==> src/rtl/io_bus_arbiter.sv <==
// CPU/DMA arbiter for the io_controller register port: DMA-first priority with a CPU
// anti-starvation limit, a BUSY timeout guard and rejection of simultaneous read+write.
module io_bus_arbiter #(
  parameter int DATA_W        = 32,
  parameter int TIMEOUT_CYC   = 64,
  parameter int DMA_BURST_MAX = 4
) (
  input  logic              clk,
  input  logic              rst,
  input  logic [DATA_W-1:0] cpu_addr,
  input  logic [DATA_W-1:0] cpu_data_i,
  input  logic              cpu_wen,
  input  logic              cpu_ren,
  input  logic [3:0]        cpu_be,
  output logic              cpu_ack,
  output logic [DATA_W-1:0] cpu_data_o,
  output logic              cpu_err,
  input  logic [DATA_W-1:0] dma_addr,
  input  logic [DATA_W-1:0] dma_data_i,
  input  logic              dma_wen,
  input  logic              dma_ren,
  input  logic [3:0]        dma_be,
  output logic              dma_ack,
  output logic [DATA_W-1:0] dma_data_o,
  output logic              dma_err,
  output logic [DATA_W-1:0] io_addr,
  output logic [DATA_W-1:0] io_data_i,
  output logic              io_wen,
  output logic              io_ren,
  output logic [3:0]        io_be,
  input  logic              io_ack,
  input  logic [DATA_W-1:0] io_data_o
);

  localparam int CNT_W    = (TIMEOUT_CYC > 2) ? $clog2(TIMEOUT_CYC) : 1;
  localparam int STREAK_W = $clog2(DMA_BURST_MAX + 1);
  localparam logic [CNT_W-1:0]    CNT_LAST   = CNT_W'(TIMEOUT_CYC - 1);
  localparam logic [STREAK_W-1:0] STREAK_MAX = STREAK_W'(DMA_BURST_MAX);

  typedef enum logic [1:0] {S_IDLE, S_BUSY, S_RESP} state_t;

  state_t              state_q, state_d;
  logic [DATA_W-1:0]   addr_q, addr_d, wdata_q, wdata_d;
  logic [3:0]          be_q, be_d;
  logic                wen_q, wen_d, ren_q, ren_d;
  logic                sel_cpu_q, sel_cpu_d;
  logic [STREAK_W-1:0] streak_q, streak_d;
  logic [CNT_W-1:0]    cnt_q, cnt_d;
  logic [DATA_W-1:0]   cpu_data_q, cpu_data_d, dma_data_q, dma_data_d;
  logic                cpu_err_q, cpu_err_d, dma_err_q, dma_err_d;

  logic                cpu_pend, dma_pend, win_cpu;
  logic                resp_load, resp_err;
  logic [DATA_W-1:0]   resp_data;

  assign cpu_pend = cpu_wen | cpu_ren;
  assign dma_pend = dma_wen | dma_ren;
  assign win_cpu  = cpu_pend && (!dma_pend || streak_q == STREAK_MAX);

  always_comb begin
    state_d    = state_q;
    addr_d     = addr_q;
    wdata_d    = wdata_q;
    be_d       = be_q;
    wen_d      = wen_q;
    ren_d      = ren_q;
    sel_cpu_d  = sel_cpu_q;
    streak_d   = streak_q;
    cnt_d      = cnt_q;
    cpu_data_d = cpu_data_q;
    cpu_err_d  = cpu_err_q;
    dma_data_d = dma_data_q;
    dma_err_d  = dma_err_q;
    resp_load  = 1'b0;
    resp_err   = 1'b0;
    resp_data  = '0;

    case (state_q)
      S_IDLE: begin
        cnt_d = '0;
        if (cpu_pend || dma_pend) begin
          sel_cpu_d = win_cpu;
          addr_d    = win_cpu ? cpu_addr   : dma_addr;
          wdata_d   = win_cpu ? cpu_data_i : dma_data_i;
          be_d      = win_cpu ? cpu_be     : dma_be;
          wen_d     = win_cpu ? cpu_wen    : dma_wen;
          ren_d     = win_cpu ? cpu_ren    : dma_ren;
          // Only DMA grants that make the CPU wait extend the streak.
          if (!win_cpu && cpu_pend)
            streak_d = (streak_q == STREAK_MAX) ? streak_q : streak_q + STREAK_W'(1);
          else
            streak_d = '0;
          if (wen_d && ren_d) begin
            resp_load = 1'b1;
            resp_err  = 1'b1;
            state_d   = S_RESP;
          end else begin
            state_d = S_BUSY;
          end
        end
      end
      S_BUSY: begin
        cnt_d = cnt_q + CNT_W'(1);
        if (io_ack) begin
          resp_load = 1'b1;
          resp_data = ren_q ? io_data_o : '0;
          state_d   = S_RESP;
        end else if (cnt_q == CNT_LAST) begin
          resp_load = 1'b1;
          resp_err  = 1'b1;
          resp_data = '1;
          state_d   = S_RESP;
        end
      end
      S_RESP: begin
        cnt_d   = '0;
        state_d = S_IDLE;
      end
      default: state_d = S_IDLE;
    endcase

    // Only the winner's response registers change; the other side keeps its last value.
    if (resp_load) begin
      if (sel_cpu_d) begin
        cpu_data_d = resp_data;
        cpu_err_d  = resp_err;
      end else begin
        dma_data_d = resp_data;
        dma_err_d  = resp_err;
      end
    end
  end

  always_ff @(posedge clk) begin
    if (rst) begin
      state_q    <= S_IDLE;
      addr_q     <= '0;
      wdata_q    <= '0;
      be_q       <= '0;
      wen_q      <= 1'b0;
      ren_q      <= 1'b0;
      sel_cpu_q  <= 1'b0;
      streak_q   <= '0;
      cnt_q      <= '0;
      cpu_data_q <= '0;
      cpu_err_q  <= 1'b0;
      dma_data_q <= '0;
      dma_err_q  <= 1'b0;
    end else begin
      state_q    <= state_d;
      addr_q     <= addr_d;
      wdata_q    <= wdata_d;
      be_q       <= be_d;
      wen_q      <= wen_d;
      ren_q      <= ren_d;
      sel_cpu_q  <= sel_cpu_d;
      streak_q   <= streak_d;
      cnt_q      <= cnt_d;
      cpu_data_q <= cpu_data_d;
      cpu_err_q  <= cpu_err_d;
      dma_data_q <= dma_data_d;
      dma_err_q  <= dma_err_d;
    end
  end

  assign io_addr    = addr_q;
  assign io_data_i  = wdata_q;
  assign io_be      = be_q;
  assign io_wen     = (state_q == S_BUSY) && wen_q;
  assign io_ren     = (state_q == S_BUSY) && ren_q;
  assign cpu_ack    = (state_q == S_RESP) && sel_cpu_q;
  assign dma_ack    = (state_q == S_RESP) && !sel_cpu_q;
  assign cpu_data_o = cpu_data_q;
  assign cpu_err    = cpu_err_q;
  assign dma_data_o = dma_data_q;
  assign dma_err    = dma_err_q;

endmodule

==> config.mk <==
export PLATFORM = sky130hd
export DESIGN_NAME = io_bus_arbiter
export DESIGN_NICKNAME = d
export VERILOG_FILES = /design/src/rtl/io_bus_arbiter.sv
export SDC_FILE = /design/constraint.sdc
export NUM_CORES = 1
export LEC_CHECK = 0
export CELL_PAD_IN_SITES_DETAIL_PLACEMENT = 1
export CELL_PAD_IN_SITES_GLOBAL_PLACEMENT = 1
export CORE_UTILIZATION = 28
export CTS_CLUSTER_SIZE = 24
export DETAILED_ROUTE_END_ITERATION = 7
export PLACE_DENSITY = 0.8
export SLEW_MARGIN = 10
export SYNTH_ARGS = -nofsm -noshare
export SYNTH_HDL_FRONTEND = slang
export SYNTH_SLANG_ARGS = --single-unit
==> constraint.sdc <==
create_clock -name clk -period 1.8 [get_ports clk]
set_input_delay 0.36 -clock clk [delete_from_list [all_inputs] [get_ports clk]]
set_output_delay 0.36 -clock clk [all_outputs]
set_load 0.05 [all_outputs]
==> results.txt, run 1 <==
Run status - complete, no violations
Post-placement cell area - 0.01102 mm^2
Initial antenna violation count - 2
Via density - 5.367
Clock sinks - 148
Tmin final - 1.767 ns
R2R depth - 8
Total Neg Setup Slack - 0 ns
Synth Register Bits - 148
Area growth, synth to finish - 56.68%
CTS tree - done
Clk Latency, worst-skew pair - 0.43 ns
Synth area leaders - dfxtp_1, mux2i_1, a211oi_1, o211ai_1, nor2b_1
Clk root buf - clkbuf_16
Skew final - 0.01079 ns
First drt pass iteration count - 4
Cell taking the most area after synthesis - dfxtp_1
Syn Area/Cell - 8.549 um^2
DR vias - 8,255
Initial DRC count - 552
Core Util, Final - 45.18%
Post-synth cell types - 46
Fmax - 565.9 MHz
Ys async rst share - 0%
Hold Path Depth - 3
Crit end category - register
Syn Nets - 1,067
First-pass GRT wire length - 46.91 mm
Post-Syn Instances - 889
Power Total - 10.45 mW
IO buf count - 312
Max-cap violations - 0
Delay of the slowest cell on the worst path - 0.33 ns
Reg clk slew, reported paths - 0.07 ns
WP data arrival - 2.06 ns
Std-Cell Rows - 59
Remaining DRCs - 0
ANT nets after route - 0
Largest net degree at the start of global routing - 57
HPWL after DPL - 21.36 mm
Worst path bufs/invs - 3
CP max stage cell - dfxtp_1
WL/cell - 20.40 um
Leak pwr - 4.825 nW
Die footprint - 0.02781 mm^2
RSZ-0062 raised after global routing - true
CP cell instances - inv_1, ha_2, o2bb2ai_4, buf_4, and3_2, buf_12, o21ai_0, nand3_1
Crit-path leading delay family - buffers and inverters
Synthesized cell area - 0.007600 mm^2
Drt total wl - 31.38 mm
Worst-path fanout max - 32
Seq/Total Area, Yosys - 38.99%
Critical Path RT - 2.09 ns
Core Box Area - 0.02635 mm^2
Cell depth of the worst setup path - 8
Synth warn - 0
Final hold violation count - 0
Max_slew headroom - 65.77%
Worst-Margin Slew - 0.5091 ns
Final net count - 1,366
Maximum vdd ir drop - 0.5670 mV
Number of flops mapped to enable cells by yosys - 0
Fillers - 2,985
Top Ports - 313
Slew Limit Fails - 0
Setup CP Type - register to register
CTS Buf Count - 17
Gr usage total - 21.30%
Final setup vio count - 0
Final Cell Area - 0.01191 mm^2
Clk buf depth - 2
Main synth FF type - dfxtp_1
GPL Wtd Cong - 0.7956
Crit start category - register
Yosys top cell area share - 38.99%
Layout cell share with drive strength beyond 1 - 21.90%
PwrDens - 877.5 mW/mm^2
Cts hold-fix bufs - 0
Min-Delay Path Class - input pin to register
Die W - 166.8 um
Multi-input logic area - 0.004293 mm^2
H-tree depth - 4
Sequential cell area - 0.002964 mm^2
Vias in the first global route - 8,258
Total grt overflow - 0
Die Y - 166.8 um
Initial Util - 28.84%
Final Cycle Share - 98.16%
-- registers in the layout (all words and copies together) (netlist names) --
name / flops
dma_err: 1
dma_data_o: 32
sel_cpu_q: 1
io_addr: 32
cpu_err: 1
ren_q: 1
cnt_q: 6
io_be: 4
cpu_data_o: 32
streak_q: 3
wen_q: 1
io_data_i: 32
state_q: 2
-- through the flow --
stage | setup slack (ns) | hold WS (ns) | cells
floorplan | 0.08483 | 0.4662 | 889
finish | 0.03303 | 0.3708 | 1538
detailed placement | -0.5287 | 0.4873 | 1489
global route | -0.06394 | 0.3944 | 1538
CTS | 0.001317 | 0.4187 | 1524
global placement | -0.4243 | 0.4815 | 1489
-- layout by cell type (no fill, tap or decap), types with 3 or more instances in the layout --
cell	instances
nand2_1	71
nor3b_4	3
o21ai_1	8
xor2_1	3
nand3_1	68
dfxtp_1	147
inv_6	7
mux2i_1	66
clkdlybuf4s50_1	168
o31ai_1	32
o21ai_0	26
inv_1	3
nor2b_1	65
nor3_1	4
dlymetal6s2s_1	3
a21oi_1	4
buf_6	6
inv_8	5
buf_12	22
nor2_1	82
buf_4	172
clkbuf_16	20
and2_4	3
o211ai_1	65
a211oi_1	67
a32oi_1	32
-- where the power goes --
| group | switching (mW) | total (mW) | leakage (nW) | internal (mW) |
|---|---|---|---|---|
| Sequential | 0.145 | 3.67 | 1.21 | 3.53 |
| Combinational | 1.97 | 3.20 | 3.33 | 1.23 |
| Clock | 1.72 | 3.58 | 0.283 | 1.86 |
| Total | 3.84 | 10.4 | 4.83 | 6.61 |
-- layer usage --
layer / global-route usage [%] / routed length, um / vias up
met5: 0 / 0 / -
met4: 6.159 / 542 / 0
met3: 4.420 / 1989 / 29
met2: 37.18 / 15930 / 324
met1: 26.29 / 12920 / 4020
li1: - / - / 3882
-- Yosys cell counts, drive strengths merged, types with 2 or more instances --
cell      n
a32oi    33
a22oi     2
nand2b    3
and2      5
ha        3
a21oi     4
nor2b    66
nor3b     4
o31ai    32
buf      41
nor3      4
nand2    71
a311oi    2
clkbuf   57
or2       2
a211oi   69
nor2     83
or3       2
mux2i    69
and3      2
o21ai    35
nand3b    2
dfxtp   148
o211ai   65
nand3    68
inv       3
xor2      3
-- tightest hold or removal path, cell delays in order --
cell and delay (ns):
dlymetal6s2s_1 0.20, nand2_1 0.10, a311oi_1 0.08
-- cell type report --
class / instances / share of cell area [%]
Clock inverter: 15 / 1.261
Inverter: 3 / 0.09457
Sequential cell: 148 / 24.89
Tap cell: 335 / 3.520
Antenna cell: 2 / 0.04203
Clock buffer: 17 / 3.573
Multi-Input combinational cell: 641 / 36.05
Timing Repair Buffer: 377 / 30.57
-- cell families after synthesis --
family	Yosys count	synth area share, %
and+or+nand+nor	315	20.30
AOI/OAI and AO/OA	248	24.09
DFF	148	38.99
buffers and inverters	101	6.437
muxes	70	9.236
xor gates and xnor gates	4	0.4611
adders and majority gates	3	0.4940
-- worst paths after layout --
check,slack (ns),end,startpoint
max,0.03,dma_data_o[15],streak_q[1]
max reg2reg,0.03,dma_data_o[15],streak_q[1]
min,0.37,wen_q,dma_wen
min reg2reg,0.50,io_be[0],io_be[0]
-- timing repair --
| item | CTS | global route |
|---|---|---|
| buffers inserted | 2 | 7 |
| gates resized for setup | 9 | 23 |
| endpoints found under the setup margin | 30 | 86 |
| pin swaps | 1 | 5 |
| gates cloned | 1 | 5 |
No activity file was read; power rests on OpenSTA's default activity.
==> run 2, diff against run 1 <==
--- a/config.mk
+++ b/config.mk
@@ -7,10 +7,10 @@
 export LEC_CHECK = 0
 export CELL_PAD_IN_SITES_DETAIL_PLACEMENT = 1
 export CELL_PAD_IN_SITES_GLOBAL_PLACEMENT = 1
-export CORE_UTILIZATION = 28
+export CORE_UTILIZATION = 34
 export CTS_CLUSTER_SIZE = 24
 export DETAILED_ROUTE_END_ITERATION = 7
-export PLACE_DENSITY = 0.8
+export PLACE_DENSITY = 0.9
 export SLEW_MARGIN = 10
 export SYNTH_ARGS = -nofsm -noshare
 export SYNTH_HDL_FRONTEND = slang
==> constraint.sdc (replaced) <==
create_clock -name clk -period 2.2 [get_ports clk]
set_input_delay 0.44 -clock clk [delete_from_list [all_inputs] [get_ports clk]]
set_output_delay 0.44 -clock clk [all_outputs]
set_load 0.05 [all_outputs]
==> results.txt, run 2 (synthesis results as in run 1) <==
Leak pwr - 4.394 nW (was 4.825 nW)
H-tree depth - 4 (unchanged)
CTS tree - done (unchanged)
CP max stage cell - dfxtp_1 (unchanged)
Commonest cells after routing, fill and taps aside - clkdlybuf4s50_1, dfxtp_1, nor2_1 (was buf_4, clkdlybuf4s50_1, dfxtp_1)
R2R depth - 5 (was 8)
Worst-path fanout max - 6 (was 32)
Die Y - 151.5 um (was 166.8 um)
WHS - 0.4711 ns (was 0.3708 ns)
Tmin final - 2.108 ns
Cts hold-fix bufs - 0 (unchanged)
Core Box Area - 0.02189 mm^2 (was 0.02635 mm^2)
Worst-Margin Slew - 0.6121 ns (was 0.5091 ns)
RSZ-0062 raised after global routing - false (was true)
Critical Path RT - 1.76 ns (was 2.09 ns)
Reg clk slew, reported paths - 0.06 ns (was 0.07 ns)
Largest net degree at the start of global routing - 52 (was 57)
Initial DRC count - 449 (was 552)
Fillers - 2,464 (was 2,985)
Delay of the slowest cell on the worst path - 0.51 ns (was 0.33 ns)
Post-cts resize count - 0 (was 9)
DR vias - 8,072 (was 8,255)
Initial antenna violation count - 1 (was 2)
GPL Wtd Cong - 0.8356 (was 0.7956)
CP cell instances - inv_1, nor3b_1, buf_12 (was inv_1, ha_2, o2bb2ai_4, buf_4, and3_2, buf_12, o21ai_0, nand3_1)
Area growth, synth to finish - 55.55% (was 56.68%)
Final hold violation count - 0 (unchanged)
Die W - 151.5 um (was 166.8 um)
Crit end category - output pin (was register)
Skew final - 0.01137 ns (was 0.01079 ns)
HPWL after DPL - 21.64 mm (was 21.36 mm)
Multi-input logic area - 0.004208 mm^2 (was 0.004293 mm^2)
Std-Cell Rows - 54 (was 59)
WL/cell - 20.36 um (was 20.40 um)
First drt pass iteration count - 4 (unchanged)
Setup ws final - 0.09204 ns (was 0.03303 ns)
IO buf count - 312 (unchanged)
Commonest non-fill, non-tap cell in the layout - clkdlybuf4s50_1 (was buf_4)
Remaining DRCs - 0 (unchanged)
Final Cell Area - 0.01182 mm^2 (was 0.01191 mm^2)
Max_slew headroom - 59.07% (was 65.77%)
Clock sinks - 148 (unchanged)
Clk Latency, worst-skew pair - 0.42 ns (was 0.43 ns)
Crit start category - register (unchanged)
WP data arrival - 1.67 ns (was 2.06 ns)
Layout cell share with drive strength beyond 1 - 8.305% (was 21.90%)
Post-place setup slack - -0.1838 ns (was -0.5287 ns)
Clk root buf - clkbuf_16 (unchanged)
Top Ports - 313 (unchanged)
Fmax - 474.4 MHz
Gr usage total - 26.00% (was 21.30%)
Die footprint - 0.02295 mm^2 (was 0.02781 mm^2)
Total grt overflow - 0 (unchanged)
Maximum vdd ir drop - 0.4959 mV (was 0.5670 mV)
Initial Util - 34.72% (was 28.84%)
Drt total wl - 29.72 mm (was 31.38 mm)
Setup CP Type - register to output pin (was register to register)
Number of buffers added for setup after CTS - 0 (was 2)
Max-cap violations - 0 (unchanged)
ANT nets after route - 0 (unchanged)
Post-placement cell area - 0.01119 mm^2 (was 0.01102 mm^2)
Clk buf depth - 2 (unchanged)
Hold Path Depth - 2 (was 3)
Vias in the first global route - 8,465 (was 8,258)
Run status - complete, no violations (unchanged)
Total Neg Setup Slack - 0 ns (unchanged)
CTS Buf Count - 17 (unchanged)
Final Cycle Share - 95.82%
Via density - 5.529 (was 5.367)
Inserted Diodes - 0 (was 2)
Final net count - 1,345 (was 1,366)
PwrDens - 730.9 mW/mm^2 (was 877.5 mW/mm^2)
Final setup vio count - 0 (unchanged)
First-pass GRT wire length - 46.06 mm (was 46.91 mm)
Slew Limit Fails - 0 (unchanged)
Sequential cell area - 0.002963 mm^2 (was 0.002964 mm^2)
Min-Delay Path Class - input pin to register (unchanged)
[run 2: cell type report]
| cell class | count | area share [%] |
|---|---|---|
| Multi-Input combinational cell | 640 | 35.59 |
| Timing Repair Buffer | 357 | 30.99 |
| Sequential cell | 148 | 25.06 |
| Clock buffer | 19 | 3.832 |
| Tap cell | 280 | 2.964 |
| Clock inverter | 13 | 1.461 |
| Inverter | 3 | 0.09526 |
[run 2: final timing paths]
kind,start,to,slack (ns)
min,rst,state_q[0],0.47
max,sel_cpu_q,cpu_ack,0.09
max reg2reg,state_q[1],io_data_i[17],0.32
min reg2reg,cpu_err,cpu_err,0.50
[run 2: per-layer routing]
layer	vias up	GRT usage, %	share of wire [%]
met1	3870	31.41	40
met5	-	0	0.037
met3	41	5.479	6.3
met4	2	9.208	2.7
li1	3834	-	-
met2	325	45.32	51
[run 2: where the power goes]
group / leakage (nW) / total, mW / internal (mW) / switching [mW]
Clock: 0.293 / 3.10 / 1.86 / 1.24
Sequential: 1.21 / 3.01 / 2.89 / 0.126
Combinational: 2.89 / 2.52 / 0.971 / 1.55
Total: 4.39 / 8.64 / 5.72 / 2.92
[run 2: stage by stage]
| stage | utilization [%] | total power, mW | instances |
|---|---|---|---|
| floorplan | - | 4.485 | 889 |
| global placement | 51.12 | 5.520 | 1428 |
| detailed placement | 51.12 | 5.589 | 1428 |
| CTS | 53.98 | 8.709 | 1460 |
| global route | 54.00 | 8.972 | 1460 |
| finish | 54.00 | 8.640 | 1460 |
[run 2: critical path, delay by kind of cell (launching register included)]
family        cells  cell delay (ns)
simple gates      1             0.38
flops             1             0.51
buf+inv           2             0.36
==> run 3, diff against run 2 <==
--- a/config.mk
+++ b/config.mk
@@ -10,6 +10,7 @@
 export CORE_UTILIZATION = 34
 export CTS_CLUSTER_SIZE = 24
 export DETAILED_ROUTE_END_ITERATION = 7
+export GPL_ROUTABILITY_DRIVEN = 1
 export PLACE_DENSITY = 0.9
 export SLEW_MARGIN = 10
 export SYNTH_ARGS = -nofsm -noshare
==> results of run 3 <==
Same layout as run 2: the final DEF is identical, and so are final timing and power.
